[src/rtl/load_data_aligner.sv]
// load_data_aligner: read-return byte-lane aligner for data-memory loads.
// Queues {offset,size,sign} of each issued load, pairs it in order with the
// memory return, byte-swaps the bus word, extracts byte/half/word and extends.
// Ports: iCLOCK/inRESET (async, active low)/iRESET_SYNC (sync clear);
//   request side iREQ_VALID/iREQ_ADDR/iREQ_SIZE/iREQ_SIGNED, oREQ_LOCK when full;
//   memory side iMEM_VALID/iMEM_DATA, oMEM_BUSY back-pressure;
//   writeback side oDATA_VALID/oDATA, iDATA_BUSY stall.
// Option LOAD_ALIGNER_ERR_CHECK_EN adds oDATA_ERR (misaligned/invalid size,
// or a return that arrived with no load pending).
module load_data_aligner #(
   parameter int P_DEPTH   = 4,
   parameter int P_DEPTH_N = 2
) (
   input  logic        iCLOCK,
   input  logic        inRESET,
   input  logic        iRESET_SYNC,
   input  logic        iREQ_VALID,
   output logic        oREQ_LOCK,
   input  logic [1:0]  iREQ_ADDR,
   input  logic [1:0]  iREQ_SIZE,
   input  logic        iREQ_SIGNED,
   input  logic        iMEM_VALID,
   output logic        oMEM_BUSY,
   input  logic [31:0] iMEM_DATA,
   output logic        oDATA_VALID,
   input  logic        iDATA_BUSY,
   output logic [31:0] oDATA
`ifdef LOAD_ALIGNER_ERR_CHECK_EN
   ,
   output logic        oDATA_ERR
`endif
);
   logic [4:0]           r_fifo [P_DEPTH];
   logic [P_DEPTH_N-1:0] r_wr_ptr;
   logic [P_DEPTH_N-1:0] r_rd_ptr;
   logic [P_DEPTH_N:0]   r_count;
   logic                 r_valid;
   logic [31:0]          r_data;
   logic                 w_push;
   logic                 w_pop;
   logic                 w_nonempty;
   logic                 w_load;
   logic [1:0]           w_addr;
   logic [1:0]           w_size;
   logic                 w_signed;
   logic [31:0]          w_swap;
   logic [7:0]           w_byte;
   logic [15:0]          w_half;
   logic [31:0]          w_result;
   logic [31:0]          w_load_data;
   // Head entry: the oldest outstanding load; a same-cycle push never lands here while empty.
   assign {w_addr, w_size, w_signed} = r_fifo[r_rd_ptr];
   assign oREQ_LOCK   = r_count == (P_DEPTH_N + 1)'(P_DEPTH);
   assign oMEM_BUSY   = r_valid && iDATA_BUSY;
   assign oDATA_VALID = r_valid;
   assign oDATA       = r_data;
   assign w_nonempty  = r_count != '0;
   assign w_push      = iREQ_VALID && !oREQ_LOCK;
   assign w_pop       = iMEM_VALID && !oMEM_BUSY && w_nonempty;
   assign w_swap      = {iMEM_DATA[7:0], iMEM_DATA[15:8], iMEM_DATA[23:16], iMEM_DATA[31:24]};
   assign w_byte      = 8'(w_swap >> {w_addr, 3'b000});
   assign w_half      = 16'(w_swap >> {w_addr[1], 4'b0000});
   // Size 3 falls through to word.
   always_comb
      w_result = (w_size == 2'd0) ? {{24{w_signed & w_byte[7]}}, w_byte} :
                 (w_size == 2'd1) ? {{16{w_signed & w_half[15]}}, w_half} : w_swap;
`ifdef LOAD_ALIGNER_ERR_CHECK_EN
   logic w_err;
   logic r_err;
   assign w_err = (w_size == 2'd1 && w_addr[0]) || (w_size == 2'd2 && w_addr != 2'd0) || w_size == 2'd3;
   // An unmatched return still produces a flagged, zero result.
   assign w_load      = iMEM_VALID && !oMEM_BUSY;
   assign w_load_data = w_nonempty ? w_result : 32'h0;
   assign oDATA_ERR   = r_err;
   always_ff @(posedge iCLOCK or negedge inRESET)
      if (!inRESET)
         r_err <= 1'b0;
      else if (iRESET_SYNC)
         r_err <= 1'b0;
      else if (w_load)
         r_err <= !w_nonempty || w_err;
`else
   assign w_load      = w_pop;
   assign w_load_data = w_result;
`endif
   always_ff @(posedge iCLOCK)
      if (w_push)
         r_fifo[r_wr_ptr] <= {iREQ_ADDR, iREQ_SIZE, iREQ_SIGNED};
   always_ff @(posedge iCLOCK or negedge inRESET)
      if (!inRESET) begin
         r_wr_ptr <= '0;
         r_rd_ptr <= '0;
         r_count  <= '0;
         r_valid  <= 1'b0;
         r_data   <= 32'h0;
      end else if (iRESET_SYNC) begin
         r_wr_ptr <= '0;
         r_rd_ptr <= '0;
         r_count  <= '0;
         r_valid  <= 1'b0;
         r_data   <= 32'h0;
      end else begin
         if (w_push)
            r_wr_ptr <= r_wr_ptr + 1'b1;
         if (w_pop)
            r_rd_ptr <= r_rd_ptr + 1'b1;
         r_count <= r_count + (P_DEPTH_N + 1)'(w_push) - (P_DEPTH_N + 1)'(w_pop);
         if (w_load) begin
            r_valid <= 1'b1;
            r_data  <= w_load_data;
         end else if (!iDATA_BUSY)
            r_valid <= 1'b0;
      end
endmodule

[config.mk]
export PLATFORM = sky130hd
export DESIGN_NAME = load_data_aligner
export DESIGN_NICKNAME = d
export VERILOG_FILES = /design/src/rtl/load_data_aligner.sv
export SDC_FILE = /design/constraint.sdc
export NUM_CORES = 1
export LEC_CHECK = 0
export ABC_AREA = 0
export ABC_CLOCK_PERIOD_IN_PS = 4650
export CAP_MARGIN = 10
export CORE_MARGIN = 8
export CORE_UTILIZATION = 40
export CTS_BUF_LIST = sky130_fd_sc_hd__clkbuf_4
export CTS_CLUSTER_SIZE = 30
export DETAILED_ROUTE_END_ITERATION = 16
export PLACE_DENSITY_LB_ADDON = 0.3
export REMOVE_ABC_BUFFERS = 1
export SETUP_SLACK_MARGIN = 0.02
export SKIP_LAST_GASP = 1
export SYNTH_ARGS = -nofsm -noshare
export SYNTH_HDL_FRONTEND = slang
export SYNTH_SLANG_ARGS = --single-unit
[constraint.sdc]
create_clock -name iCLOCK -period 4.65 [get_ports iCLOCK]
set_input_delay 0.93 -clock iCLOCK [delete_from_list [all_inputs] [get_ports iCLOCK]]
set_output_delay 0.93 -clock iCLOCK [all_outputs]
set_load 0.02 [all_outputs]
Word level (Yosys, flattened, before mapping)
Memories as Yosys holds them, arrays and structs flattened.
Index checks and enable logic that the tools add are counted.
- register bits after elaboration: 40
- bits in writable memories: 20
- input port bits: 43
- memories: 1
- add/subtract/negate cells: 4
- equal/unequal tests: 3
- shift operators: 2
- mux-type cells: 14
- bitwise logic cells: 2
- reduce and logical (&&, ||, !) cells: 10
- memories (memory ; depth ; width ; rd ports ; clocked after memory_dff ; write ports ; RTL line ; text):
    r_fifo ; 4 ; 5 ; 1 ; 0 ; 1 ; 33 ; logic [4:0] r_fifo [P_DEPTH];
- operators with widths (kind ; count):
    $mux W32 ; 4
    $shr A32 B5 Y16 ; 1
    $shr A32 B5 Y8 ; 1
    $mux W2 ; 4
    $mux W1 ; 5
    $add A2 B1 Y2 const B ; 2
    $logic_and A1 B1 Y1 ; 4
    $reduce_bool A2 Y1 ; 2
    $add A3 B1 Y3 ; 1
    $eq A3 B3 Y1 const B ; 1
    $mux W3 ; 1
    $ne A3 B2 Y1 const B ; 1
    $reduce_bool A3 Y1 ; 1
    $sub A3 B1 Y3 ; 1
    $and A1 B1 Y1 ; 2
    $eq A2 B1 Y1 const B ; 1
    $logic_not A1 Y1 ; 2
    $logic_not A2 Y1 ; 1

Longest topological paths before layout
An unclocked memory read counts as a cell.
- depth in word-level cells: 7
- depth in mapped cells: 12
- depth with buffers taken out: 10

Worst setup path before layout
Ideal clock, no wire load.
- kind: input -> register
- start point: input port iDATA_BUSY
- end point: register r_count[2]
- setup time: 131 ps
- arrival: 2731 ps
- required time: 4519 ps
- path slack: 1789 ps
- cell stages on the path: 12
- cell sequence: nand2_1 -> o311ai_1 -> inv_1 -> clkbuf_1 -> clkbuf_1 -> ha_1 -> inv_1 -> ha_1 -> inv_1 -> fa_1 -> xnor2_1 -> nor2_1
- word-level cells in the longest chain between the ends: 6
- RTL lines (what ; RTL line ; text):
    from (decl) ; 26 ; input logic iDATA_BUSY,
    $logic_and A1 B1 Y1 ; 54 ; assign oMEM_BUSY = r_valid && iDATA_BUSY;
    $logic_not A1 Y1 ; 59 ; assign w_pop = iMEM_VALID && !oMEM_BUSY && w_nonempty;
    $logic_and A1 B1 Y1 (2 in series) ; 59 ;
    $sub A3 B1 Y3 ; 107 ; r_count <= r_count + (P_DEPTH_N + 1)'(w_push) - (P_DEPTH_N + 1)'(w_pop);
    $mux W3 ; 96 ; end else if (iRESET_SYNC) begin
    to (signal assigned) ; 107 ;
    to (decl) ; 36 ; logic [P_DEPTH_N:0] r_count;
Every way passes these cells.
A chain may end at the register's enable or synchronous reset.

Worst setup path after layout
Same ends and word-level chain as after synthesis.

==> metrics.txt <==
outcome=finished clean; crit path time final=3.092 ns; root buf cell=clkbuf_4; met2 Use GR=0.2374; post_cts resized=0; Port Buffers=77; initial antenna violation count=0; Lkg Pwr=1.836 nW; Starting Density=0.4058; Worst-Margin Slew=1.090 ns; largest family of logic cells by synthesized area=multiplexers; Worst Path Arrival=3.37 ns; CP Launch Type=primary input; first-pass iteration count of the detailed router=4; io pins=78; CP required=4.92 ns; relative slew slack=0.2710; GR Layer Usage met3=0.05328; WL final=8.015 mm; Main synth FF type=dfrtp_1; syn avg cell area=11.67 um^2; Hold Fails Final Rpt=0; fin nets=381; Min Hold Slack=0.4978 ns; pre-CTS setup slack=1.121 ns; vias post-DR=2338; multiplexer share of the synthesized area=0.1707; postcts setup bufs=0; CORE AREA=0.007567 mm^2; # fillers=675; synthesized flop and latch total=60; PD cells=502.3 mW/mm^2; Synth cell types=35; Async S/R FF share, synth=0.6667; Cell Area, Synth=0.003070 mm^2; DIE WIDTH=103.6 um; XOR/XNOR share of the synthesized area=0.01426; Post-Syn Instances=263; TritonCTS clock tree=built; total power=2.023 mW; routed vias/inst=5.338; grt ovf=0; Max Clock Freq=323.4 MHz; Seq/Total Area, Yosys=0.5216; final worst slack=1.558 ns; Clock Path Buffers=2; Post-synth EDFFs=20; most frequent cells after synthesis=dfrtp_1 (40), mux2i_1 (38), o21ai_0 (26); Final Instance Area=0.004026 mm^2; Tot GR Track Use=0.1514; CTS Hold Bufs=0; Compound-Gate Fraction of Synth Area=0.1182; Fin Clk Skew=0.01352 ns; diode count=0; worst hold path cell count=1; Post-Synth Adder-Cell Area=0.03097; clk_lat worst skew=0.41 ns; die footprint=0.01074 mm^2; RSZ-0062 raised after global routing=false; yosys warns=0; TNS Setup=0 ns; Reg clk slew, reported paths=0.11 ns; GRT busiest layer=met2; number of DRC markers in iteration 0=164; Max H-tree Level=3; CTS Sinks=60; post-synth top area share=0.3260; pin count of the biggest net entering global routing=41; vias in the first global route=2469; crit-path max FO=22; met1 Use GR=0.1889; die height=103.6 um; row count=32; Hold Path Class=register to register; total CTS buffers=9; fin crit share=0.6650; Worst Setup End Kind=register; P&R area growth vs syn=31.13%; Area after DPL=0.003869 mm^2; synth top area cells=dfrtp_1 (33%), edfxtp_1 (20%), mux2i_1 (12%), o21ai_0 (4.2%), and3_1 (3.3%); placer congestion estimate=0.7956; Slew Viols, Final=0; antenna-violating nets left=0; dpl hpwl=5.745 mm; Synth Area in Simple Gates=0.09739; critical path type=primary input to register; count leader, synth=dfrtp_1; FF-to-FF path depth=5; WL per Instance=18.30 um; setup violators final=0; Maximum Capacitance Violations=0; largest area contributor in the netlist=dfrtp_1; DRC=0; share of cells above drive strength 1=0.08036; Peak VDD IR=184.1 uV; first-pass GRT wire length=13.12 mm
==> flip-flops by register name, indices dropped and copies added, names as in the netlist <==
name         cells
oDATA_VALID      1
r_fifo          20
oDATA           32
r_wr_ptr         2
r_rd_ptr         2
r_count          3
==> kinds of logic after synthesis <==
family	count (synthesis)
AND/OR/NAND/NOR	55
XOR/XNOR	5
buffers and inverters	29
multiplexers	45
AO/OA/AOI/OAI	62
flip-flops	60
adder cells (fa/ha/maj)	7
==> layout by cell type, fill, tap and decap left out, drive strengths merged <==
master	netlist	final
a211o	7	7
mux2i	40	40
and2	4	4
and3	16	16
o31ai	1	1
xnor2	3	3
edfxtp	20	20
and4b	1	1
a22oi	8	8
nor4	1	1
mux4	5	5
ha	6	6
xor2	2	2
a21oi	18	18
o21ai	27	27
nor3b	2	2
nor4b	1	1
bufinv	0	2
or3	1	1
clkinvlp	0	1
dfrtp	40	40
nor2b	3	3
nor2	20	20
clkdlybuf4s50	0	76
nand3b	1	1
buf	8	3
inv	7	9
clkinv	0	2
fa	1	1
nand2	4	4
nor3	1	1
o311ai	1	1
clkbuf	14	9
==> worst max-delay path, stage by stage <==
cell             delay, ns
clkdlybuf4s50_1       0.45
nand2_1               0.09
o311ai_2              0.09
buf_4                 0.30
inv_1                 0.30
ha_1                  0.37
inv_1                 0.05
ha_1                  0.13
inv_1                 0.05
fa_1                  0.37
xnor2_1               0.17
nor2_1                0.06
==> layout make-up <==
type	instances	area, um^2	share of cell area
Inverter	7	26.28	0.006526
Clock buffer	9	67.56	0.01678
Multi-Input combinational cell	174	1333	0.3310
Sequential cell	60	1602	0.3978
Tap cell	102	127.6	0.03170
Timing Repair Buffer	79	780.7	0.1939
Clock inverter	7	90.09	0.02237
==> layer usage <==
layer	vias up	wire, um
li1	1095	-
met1	1145	3591
met2	84	3820
met3	14	466
met4	0	136
met5	-	0
==> final timing paths <==
kind | startpoint | to | slack [ns]
max | iDATA_BUSY | r_count[2] | 1.56
min | oDATA[11] | oDATA[11] | 0.50
max reg2reg | r_rd_ptr[0] | oDATA[11] | 1.57
min reg2reg | oDATA[11] | oDATA[11] | 0.50
max in group asynchronous | inRESET | r_count[0] | 3.42
min in group asynchronous | inRESET | oDATA[29] | 0.65
==> through the flow <==
stage / util / cells
floorplan: - / 241
global placement: 0.5112 / 422
detailed placement: 0.5112 / 422
CTS: 0.5321 / 438
global route: 0.5321 / 438
finish: 0.5321 / 438
==> report_power, final <==
group          leakage (nW)  switching, mW  internal, mW
sequential            0.727         0.0836         0.658
clock                0.0864          0.201         0.217
combinational          1.02          0.458         0.406
total                  1.84          0.742          1.28
Note: power is estimated with default switching activity, not from simulation.
